<file path="config.mk">
export PLATFORM = sky130hd
export DESIGN_NAME = pc_fetch_unit
export DESIGN_NICKNAME = d
export VERILOG_FILES = /design/src/rtl/pc_fetch_unit.sv
export SDC_FILE = /design/constraint.sdc
export NUM_CORES = 1
export LEC_CHECK = 0
export ABC_AREA = 0
export CORE_AREA = 4 4 140 142
export DETAILED_ROUTE_END_ITERATION = 8
export DIE_AREA = 0 0 144 146
export PLACE_DENSITY = 0.8
export SYNTH_ARGS = -nofsm -noshare
export SYNTH_HDL_FRONTEND = slang
export SYNTH_SLANG_ARGS = --single-unit
</file>
<file path="constraint.sdc">
create_clock -name i_clk -period 4 [get_ports i_clk]
set_input_delay 0.8 -clock i_clk [delete_from_list [all_inputs] [get_ports i_clk]]
set_output_delay 0.8 -clock i_clk [all_outputs]
set_load 0.01 [all_outputs]
</file>
<file path="src/rtl/pc_fetch_unit.sv">
// ---------------------------------------------------------------------------
// pc_fetch_unit
//
// Program-counter register and instruction-fetch sequencer. Holds the
// current PC, fetches the instruction at that PC from instruction memory
// (valid/ready request, valid-only response), presents it to decode and
// loads the next PC when the core signals completion. Misaligned PCs and
// response timeouts park the unit in a sticky fault state until reset.
//
// Parameters
//   TIMEOUT            WAIT cycles without a response before a bus fault (>= 1)
//
// Ports
//   i_clk              clock, all state updates on the rising edge
//   i_reset            synchronous active-high reset
//   i_start_pc         PC loaded while reset is asserted
//   i_next_pc          next PC, taken on an accepted advance
//   i_advance          core done with current instruction (honoured in HOLD)
//   o_imem_req_valid   fetch request valid
//   i_imem_req_ready   memory accepts the request
//   o_imem_addr        fetch address (always the current PC)
//   i_imem_rsp_valid   response data valid
//   i_imem_rsp_data    instruction word
//   o_current_pc       PC of the instruction being fetched or held
//   o_instruction      captured instruction word
//   o_instr_valid      o_instruction is valid for o_current_pc
//   o_misalign_fault   sticky, a PC had bits [1:0] != 0
//   o_bus_fault        sticky, a response timed out
//   o_fetch_count      number of responses captured (wraps)
//
// state   | meaning
// --------+-----------------------------------------------------------
// S_IDLE  | one cycle after reset, checks alignment of the start PC
// S_REQ   | request asserted, waiting for memory to accept it
// S_WAIT  | request accepted, counting cycles until the response
// S_HOLD  | instruction captured and presented, waiting for advance
// S_FAULT | misalign or timeout seen, absorbing until reset
// ---------------------------------------------------------------------------
module pc_fetch_unit #(
  parameter int unsigned TIMEOUT = 1023
) (
  input  logic        i_clk,
  input  logic        i_reset,
  input  logic [63:0] i_start_pc,
  input  logic [63:0] i_next_pc,
  input  logic        i_advance,
  output logic        o_imem_req_valid,
  input  logic        i_imem_req_ready,
  output logic [63:0] o_imem_addr,
  input  logic        i_imem_rsp_valid,
  input  logic [31:0] i_imem_rsp_data,
  output logic [63:0] o_current_pc,
  output logic [31:0] o_instruction,
  output logic        o_instr_valid,
  output logic        o_misalign_fault,
  output logic        o_bus_fault,
  output logic [31:0] o_fetch_count
);

  // Counter only has to reach TIMEOUT-1: the cycle that would make it
  // TIMEOUT is the one that raises the fault instead.
  localparam int unsigned TO_W = (TIMEOUT < 2) ? 1 : $clog2(TIMEOUT + 1);
  localparam logic [TO_W-1:0] TO_LAST = TO_W'(TIMEOUT - 1);

  typedef enum logic [2:0] {
    S_IDLE  = 3'd0,
    S_REQ   = 3'd1,
    S_WAIT  = 3'd2,
    S_HOLD  = 3'd3,
    S_FAULT = 3'd4
  } state_t;

  state_t           r_state;
  state_t           w_state_nxt;

  logic [63:0]      r_pc;
  logic [31:0]      r_instr;
  logic             r_instr_valid;
  logic             r_misalign;
  logic             r_bus_fault;
  logic [31:0]      r_fetch_count;
  logic [TO_W-1:0]  r_to_cnt;

  logic             w_capture;
  logic             w_take_next;
  logic             w_set_misalign;
  logic             w_set_bus_fault;
  logic             w_to_clr;
  logic             w_to_inc;

  // -------------------------------------------------------------------------
  // Next-state and control decode
  // -------------------------------------------------------------------------
  always_comb begin
    w_state_nxt     = r_state;
    w_capture       = 1'b0;
    w_take_next     = 1'b0;
    w_set_misalign  = 1'b0;
    w_set_bus_fault = 1'b0;
    w_to_clr        = 1'b0;
    w_to_inc        = 1'b0;

    case (r_state)
      S_IDLE: begin
        if (r_pc[1:0] != 2'b00) begin
          w_set_misalign = 1'b1;
          w_state_nxt    = S_FAULT;
        end else begin
          w_state_nxt    = S_REQ;
        end
      end

      S_REQ: begin
        if (i_imem_req_ready) begin
          w_to_clr    = 1'b1;
          w_state_nxt = S_WAIT;
        end
      end

      S_WAIT: begin
        // A response in the same cycle as the last allowed one still wins.
        if (i_imem_rsp_valid) begin
          w_capture   = 1'b1;
          w_state_nxt = S_HOLD;
        end else if (r_to_cnt == TO_LAST) begin
          w_set_bus_fault = 1'b1;
          w_state_nxt     = S_FAULT;
        end else begin
          w_to_inc = 1'b1;
        end
      end

      S_HOLD: begin
        if (i_advance) begin
          // The PC is loaded even when it is misaligned so the faulting
          // address stays visible on o_current_pc.
          w_take_next = 1'b1;
          if (i_next_pc[1:0] != 2'b00) begin
            w_set_misalign = 1'b1;
            w_state_nxt    = S_FAULT;
          end else begin
            w_state_nxt    = S_REQ;
          end
        end
      end

      S_FAULT: begin
        w_state_nxt = S_FAULT;
      end

      default: begin
        w_state_nxt = S_IDLE;
      end
    endcase
  end

  // -------------------------------------------------------------------------
  // State and datapath registers
  // -------------------------------------------------------------------------
  always_ff @(posedge i_clk) begin
    if (i_reset) begin
      r_state       <= S_IDLE;
      r_pc          <= i_start_pc;
      r_instr       <= 32'd0;
      r_instr_valid <= 1'b0;
      r_misalign    <= 1'b0;
      r_bus_fault   <= 1'b0;
      r_fetch_count <= 32'd0;
      r_to_cnt      <= '0;
    end else begin
      r_state <= w_state_nxt;

      if (w_take_next) begin
        r_pc          <= i_next_pc;
        r_instr_valid <= 1'b0;
      end

      if (w_capture) begin
        r_instr       <= i_imem_rsp_data;
        r_instr_valid <= 1'b1;
        r_fetch_count <= r_fetch_count + 32'd1;
      end

      if (w_set_misalign) begin
        r_misalign <= 1'b1;
      end

      if (w_set_bus_fault) begin
        r_bus_fault <= 1'b1;
      end

      if (w_to_clr) begin
        r_to_cnt <= '0;
      end else if (w_to_inc) begin
        r_to_cnt <= r_to_cnt + 1'b1;
      end
    end
  end

  // -------------------------------------------------------------------------
  // Outputs: request valid is a pure state decode, everything else is a
  // register, so no input reaches an output combinationally.
  // -------------------------------------------------------------------------
  assign o_imem_req_valid = (r_state == S_REQ);
  assign o_imem_addr      = r_pc;
  assign o_current_pc     = r_pc;
  assign o_instruction    = r_instr;
  assign o_instr_valid    = r_instr_valid;
  assign o_misalign_fault = r_misalign;
  assign o_bus_fault      = r_bus_fault;
  assign o_fetch_count    = r_fetch_count;

endmodule

</file>
==> flow_summary.yaml, run 1 <==
synth:
  ys.flop_type: "dfxtp_1"
  muxShareOfSynthArea_pct: 12.02
  ys_seq_area_share_pct: 53.05
  ys_seq_elements: 144
  synth_fa_ha_area_share_pct: 0.5652
  synth_top_family_by_area: "simple AND/OR/NAND/NOR gates"
  syn-num-nets: 793
  synth_compound_area_share_pct: 8.026
  synth_area_per_cell_um2: 10.63
  synth_xor_area_share_pct: 1.319
  synthDistinctLibCells: 46
  synthSimpleGateAreaFrac_pct: 15.26
  syn_area_um2: 6641
  yosys_warnings: 0
  synthCells: 625
  async_flop_share_pct: 0
  synth_edf_count: 64
route:
  wl_per_cell_um: 19.01
  drt_iter0_markers: 225
  vias: 5675
  drc_errors: 0
  ant_nets: 0
  wl_mm: 21.99
  dr.pass1.iters: 6
  vias_per_cell: 4.905
grt:
  grt_util_met1_pct: 22.57
  grt.met2_usage_pct: 33.52
  grt_pass1_vias: 5533
  track_usage_pct: 19.88
  grt_start_max_net_pins: 65
  grt_antenna_before_repair: 0
  met3_usage_pct: 8.906
  top_usage_layer: "met2"
  grt_pass1_wl_mm: 31.81
  grt_overflow: 0
worst_setup_path:
  cp_num_buf_inv: 1
  crit_path_max_incr_delay_ns: 0.63
  critPathKind: "flip-flop to output pin"
  cp_data_required_time_ns: 3.20
  critPathSlowestCell: "clkdlybuf4s50_1"
  worstRegToRegCells: 4
  r2r_end: "o_fetch_count[27]"
  rrSetupSlack_ns: 1.73
  crit_path_max_fanout: 14
  crit-reg2reg-launch: "o_fetch_count[7]"
  crit_arrival_ns: 1.95
  cp-end-kind: "output pin"
  critPathTopFamily: "buffers and inverters"
  crit_path_start_kind: "flip-flop"
  crit_chain: "nor3b_1, clkdlybuf4s50_1"
cts:
  cts_sinks: 144
  cts_repair_resize_count: 0
  cts_root_buf: "clkbuf_16"
  clockBufferDepth: 2
  cts_buffers: 17
  h-tree-depth: 4
  clkLatencyLatePin_ns: 0.41
  cts_hold_buffers: 0
  cts_tree: "yes"
  post_cts_buffers: 0
  path_clk_slew_ns: 0.06
finish:
  drive_above_1_share_pct: 11.92
  multi_input_comb_area_um2: 2477
  fin_area_um2: 10540
  areaGrowthSynthToFinish_pct: 58.69
  seqCellArea_um2: 3523
  n_antenna_cell: 0
  final_nets: 1078
  nFillCells: 1571
  fin_util_pct: 57.11
timing:
  setup_violations: 0
  worst_slew_pin_slew_ns: 0.9005
  finalHoldWorstSlack_ns: 0.4521
  period_minus_slack_ns: 2.745
  hold_violations: 0
  skew_ns: 0.01012
  period_share_pct: 68.63
  rsz0062_at_grt: "false"
  timing.fmax_ghz: 0.3643
  finalSetupTns_ns: 0
  drv_slew: 0
  slew_headroom_pct: 39.97
worst_hold_path:
  min_to: "o_instruction[1]"
  hold_depth: 2
  hold_path.startpoint: "o_instruction[1]"
  hold_path.class: "flip-flop to flip-flop"
placed_design:
  place_area_um2: 9967
  portBuffers: 360
  place_congestion: 0.8033
  hpwl_mm: 16.93
job:
  maxCapViolCount: 0
power:
  clkPwrFrac_pct: 41.2
  seqPwrFrac_pct: 44.2
  finalPower_mw: 3.738
  p_sw_mw: 0.8610
  p_int_mw: 2.876
  p_leak_nw: 3.577
  switching_share_pct: 23.04
  ir_drop_uv: 268.8
  power_frac_comb_pct: 14.6
  powerDensity_nw_per_um2: 354.6
floorplanning:
  ios: 361
  rows: 50
  core_um2: 18460
  start_util_pct: 35.99
  die_w_um: 144
  die_h_um: 146
  die_area_um2: 21020
run_status:
  status: "finished, final reports clean"
state kept, by name, indices dropped and copies added, names as in the netlist:
| signal | cells |
|---|---|
| o_bus_fault | 1 |
| r_to_cnt | 10 |
| o_instr_valid | 1 |
| o_fetch_count | 32 |
| o_misalign_fault | 1 |
| o_current_pc | 64 |
| o_instruction | 32 |
| r_state | 3 |
power groups by stage:
stage          sequential [mW]  combinational [mW]  clock [mW]
2_1_floorplan             1.69               0.205           0
3_3_place_gp              1.68               0.541           0
3_5_place_dp              1.69               0.547           0
4_1_cts                   1.65               0.550        1.59
5_1_grt                   1.66               0.573        1.66
6_report                  1.65               0.544        1.54
worst min-delay path, cell delays in order, from the launching register on:
cell,delay (ns)
dfxtp_1,0.31
nand2_1,0.05
a21oi_1,0.05
synthesized netlist by cell type, types with 9 or more instances:
| cell type | number | share of area (%) |
|---|---|---|
| or4_1 | 15 | 1.7 |
| edfxtp_1 | 64 | 29 |
| buf_4 | 64 | 7.2 |
| nand4_1 | 12 | 1.1 |
| nor2_1 | 25 | 1.4 |
| nor3_1 | 10 | 0.75 |
| nand3_1 | 13 | 0.98 |
| clkbuf_1 | 21 | 1.2 |
| a21oi_1 | 57 | 4.3 |
| o21ai_0 | 9 | 0.68 |
| o31ai_1 | 16 | 1.8 |
| nand2_1 | 82 | 4.6 |
| mux2_2 | 70 | 12 |
| dfxtp_1 | 80 | 24 |
final cells by class:
| type | instances | area share (%) |
|---|---|---|
| inverter | 8 | 0.2849 |
| tap | 234 | 2.778 |
| clock buffer | 19 | 4.108 |
| clock inverter | 13 | 1.318 |
| multi-input combinational | 375 | 23.51 |
| sequential | 144 | 33.43 |
| timing repair buffer | 364 | 34.57 |
how the worst max path moves through the flow:
stage	startpoint	end	slack [ns]	depth (start not counted)
detailed placement	i_imem_rsp_valid	o_fetch_count[26]	1.11	5
global route	r_state[0]	o_imem_req_valid	1.10	2
finish	r_state[0]	o_imem_req_valid	1.25	2
global placement	i_imem_rsp_valid	o_fetch_count[26]	1.15	5
floorplan	i_reset	o_current_pc[0]	0.36	4
CTS	r_state[0]	o_imem_req_valid	1.20	2
logic make-up after synthesis:
| group | after synthesis |
|---|---|
| simple gates | 198 |
| flops | 144 |
| buf+inv | 106 |
| compound gates | 93 |
| mux | 71 |
| xor+xnor | 10 |
| fa+ha+maj | 3 |
cells in the final DEF (no fill, tap or decap), types with 8 or more instances in the layout:
cell and n:
edfxtp_1 64, nand2_1 82, nand3_1 13, o31ai_1 16, mux2_2 70, clkdlybuf4s50_1 359
nor2_1 25, a21oi_1 57, o21ai_0 9, dfxtp_1 80, nor3_1 10, nand4_1 12
or4_1 15, inv_1 8, clkbuf_16 17
layer usage:
layer / routed length, um / up-vias / share of wire, %
met1: 8741 / 2658 / 40
met3: 2203 / 24 / 10
met5: 0 / - / 0
met2: 10640 / 246 / 48
li1: - / 2747 / -
met4: 400 / 0 / 1.8
per-stage QoR:
stage	cells	setup WS (ns)
3_5_place_dp	1125	1.115
2_1_floorplan	625	0.3632
6_report	1157	1.255
4_1_cts	1157	1.197
5_1_grt	1157	1.100
3_3_place_gp	1125	1.151
(Power assumes the default switching activity.)
==> run 2, diff against run 1 <==
Settings changed: CORE_AREA 4 4 140 142 to default, CORE_MARGIN from default to 4, CORE_UTILIZATION from default to 36, DIE_AREA 0 0 144 146 to default, PLACE_DENSITY 0.8 to 0.83.
Clock period 4 ns to 2.3 ns, I/O delays scaled along.
==> run 2 against run 1 <==
Compared with the run above:
- flip-flop and latch count unchanged
- critical path depth unchanged
- routed wire length increased by 1.1%
- cell count increased by 0.69%
- die area decreased by 1.6%
- sequential share of layout area decreased by 0.46 points
- via count increased by 2.7%
==> flow_summary.yaml, run 2 (synthesis gave the netlist of run 1 again) <==
finish:
  final_common_cell: "clkdlybuf4s50_1"
  nFillCells: 1527
  multi_input_comb_area_um2: 2477
  final_nets: 1090
  areaGrowthSynthToFinish_pct: 60.95
  seqCellArea_um2: 3525
  fin_util_pct: 59.30
  mostFrequentLayoutCells: "clkdlybuf4s50_1 (359), nand2_1 (82), dfxtp_1 (79)"
  drive_above_1_share_pct: 13.37
  largest_reg_flops: 64
worst_setup_path:
  cp-end-kind: "output pin"
  critPathKind: "flip-flop to output pin"
  crit_path_max_incr_delay_ns: 0.57
  critPathSlowestCell: "clkdlybuf4s50_1"
  cp_num_buf_inv: 1
  crit_path_max_fanout: 14
  crit_chain: "nor3b_1, clkdlybuf4s50_1"
  crit_arrival_ns: 1.66
  crit_path_start_kind: "flip-flop"
  cp_data_required_time_ns: 1.84
  critPathTopFamily: "buffers and inverters"
cts:
  cts_buffers: 17
  clkLatencyLatePin_ns: 0.42
  cts_tree: "yes"
  cts_sinks: 144
  h-tree-depth: 4
  cts_hold_buffers: 0
  post_cts_buffers: 0
  path_clk_slew_ns: 0.06
  cts_root_buf: "clkbuf_16"
  clockBufferDepth: 2
  cts_repair_resize_count: 0
grt:
  grt_pass1_wl_mm: 31.65
  grt_pass1_vias: 5584
  grt_start_max_net_pins: 66
  track_usage_pct: 20.04
  grt_overflow: 0
  grt_antenna_before_repair: 1
timing:
  rsz0062_at_grt: "false"
  worst_slew_pin_slew_ns: 0.6819
  slew_headroom_pct: 54.37
  finalSetupTns_ns: 0
  hold_violations: 0
  skew_ns: 0.009158
  period_share_pct: 92.31
  period_minus_slack_ns: 2.123
  setup_violations: 0
  drv_slew: 0
  timing.fmax_ghz: 0.4710
power:
  powerDensity_nw_per_um2: 625.2
  clkPwrFrac_pct: 42.7
  ir_drop_uv: 474.5
  power_frac_comb_pct: 14.2
  p_int_mw: 5.216
  p_sw_mw: 1.466
  seqPwrFrac_pct: 43.1
  p_leak_nw: 3.669
  switching_share_pct: 21.94
route:
  drc_errors: 0
  drt_iter0_markers: 185
  wl_per_cell_um: 19.08
  ant_nets: 0
  wl_mm: 22.22
  vias: 5826
  dr.pass1.iters: 4
  vias_per_cell: 5.001
placed_design:
  place_congestion: 0.8259
  hpwl_mm: 17.07
  portBuffers: 360
worst_hold_path:
  hold_path.class: "input pin to flip-flop"
floorplanning:
  die_h_um: 143.8
  core_um2: 18020
  die_w_um: 143.8
  rows: 49
  die_area_um2: 20690
  ios: 361
  start_util_pct: 36.85
job:
  maxCapViolCount: 0
run_status:
  status: "finished, final reports clean"
[run 2: cell types whose count changed in the layout (fill, tap and decap cells not counted), moves of 2 or more]
cell,delta
buf_4,+11
inv_6,-2
clkbuf_16,+2
clkbuf_8,+3
clkinv_4,-3
clkinv_2,+2
[run 2: power by group through the flow]
stage | sequential, mW | combinational, mW | clock (mW)
6_report | 2.88 | 0.948 | 2.86
5_1_grt | 2.89 | 0.998 | 3.05
4_1_cts | 2.88 | 0.958 | 2.92
3_5_place_dp | 2.93 | 0.952 | 0
3_3_place_gp | 2.93 | 0.939 | 0
2_1_floorplan | 2.93 | 0.358 | 0
[run 2: worst register-to-register path, cell delays in order, from the launching register on]
cell	delay, ns
dfxtp_1	0.54
and4bb_1	0.37
nand4_1	0.28
nor4_1	0.32
mux2_2	0.37
[run 2: path summary, 6_finish.rpt]
path,startpoint,depth (start not counted),end,slack (ns)
worst max-delay path,r_state[0],2,o_imem_req_valid,0.18
worst min-delay path,i_reset,2,o_misalign_fault,0.39
worst max register to register,r_state[1],4,o_fetch_count[31],0.32
worst min register to register,o_instruction[2],2,o_instruction[2],0.45
[run 2: cell type report]
type,instances,area share (%)
clock buffers,23,4.869
well taps,229,2.681
flip-flops and latches,144,32.97
multi-input cells,375,23.18
clock inverters,9,0.9481
diodes,1,0.02341
repair buffers,376,35.05
inverters,8,0.2809
[run 2: metrics by stage]
step,cells,worst slack (ns),total power [mW],hold slack [ns],instance area [um^2]
2_1_floorplan,625,0.07977,3.291,0.4389,6649
3_3_place_gp,1132,-0.1313,3.868,0.4406,10060
3_5_place_dp,1132,-0.1459,3.885,0.4453,10060
4_1_cts,1164,0.004767,6.761,0.3751,10690
5_1_grt,1165,0.05640,6.934,0.3851,10690
6_report,1165,0.1768,6.683,0.3850,10690
[run 2: routing by layer]
layer	vias up	GRT usage [%]	wire, um
met5	-	0	0
met3	34	7.521	2222
li1	2780	-	-
met2	245	33.76	10920
met1	2767	23.08	8481
met4	0	7.879	599
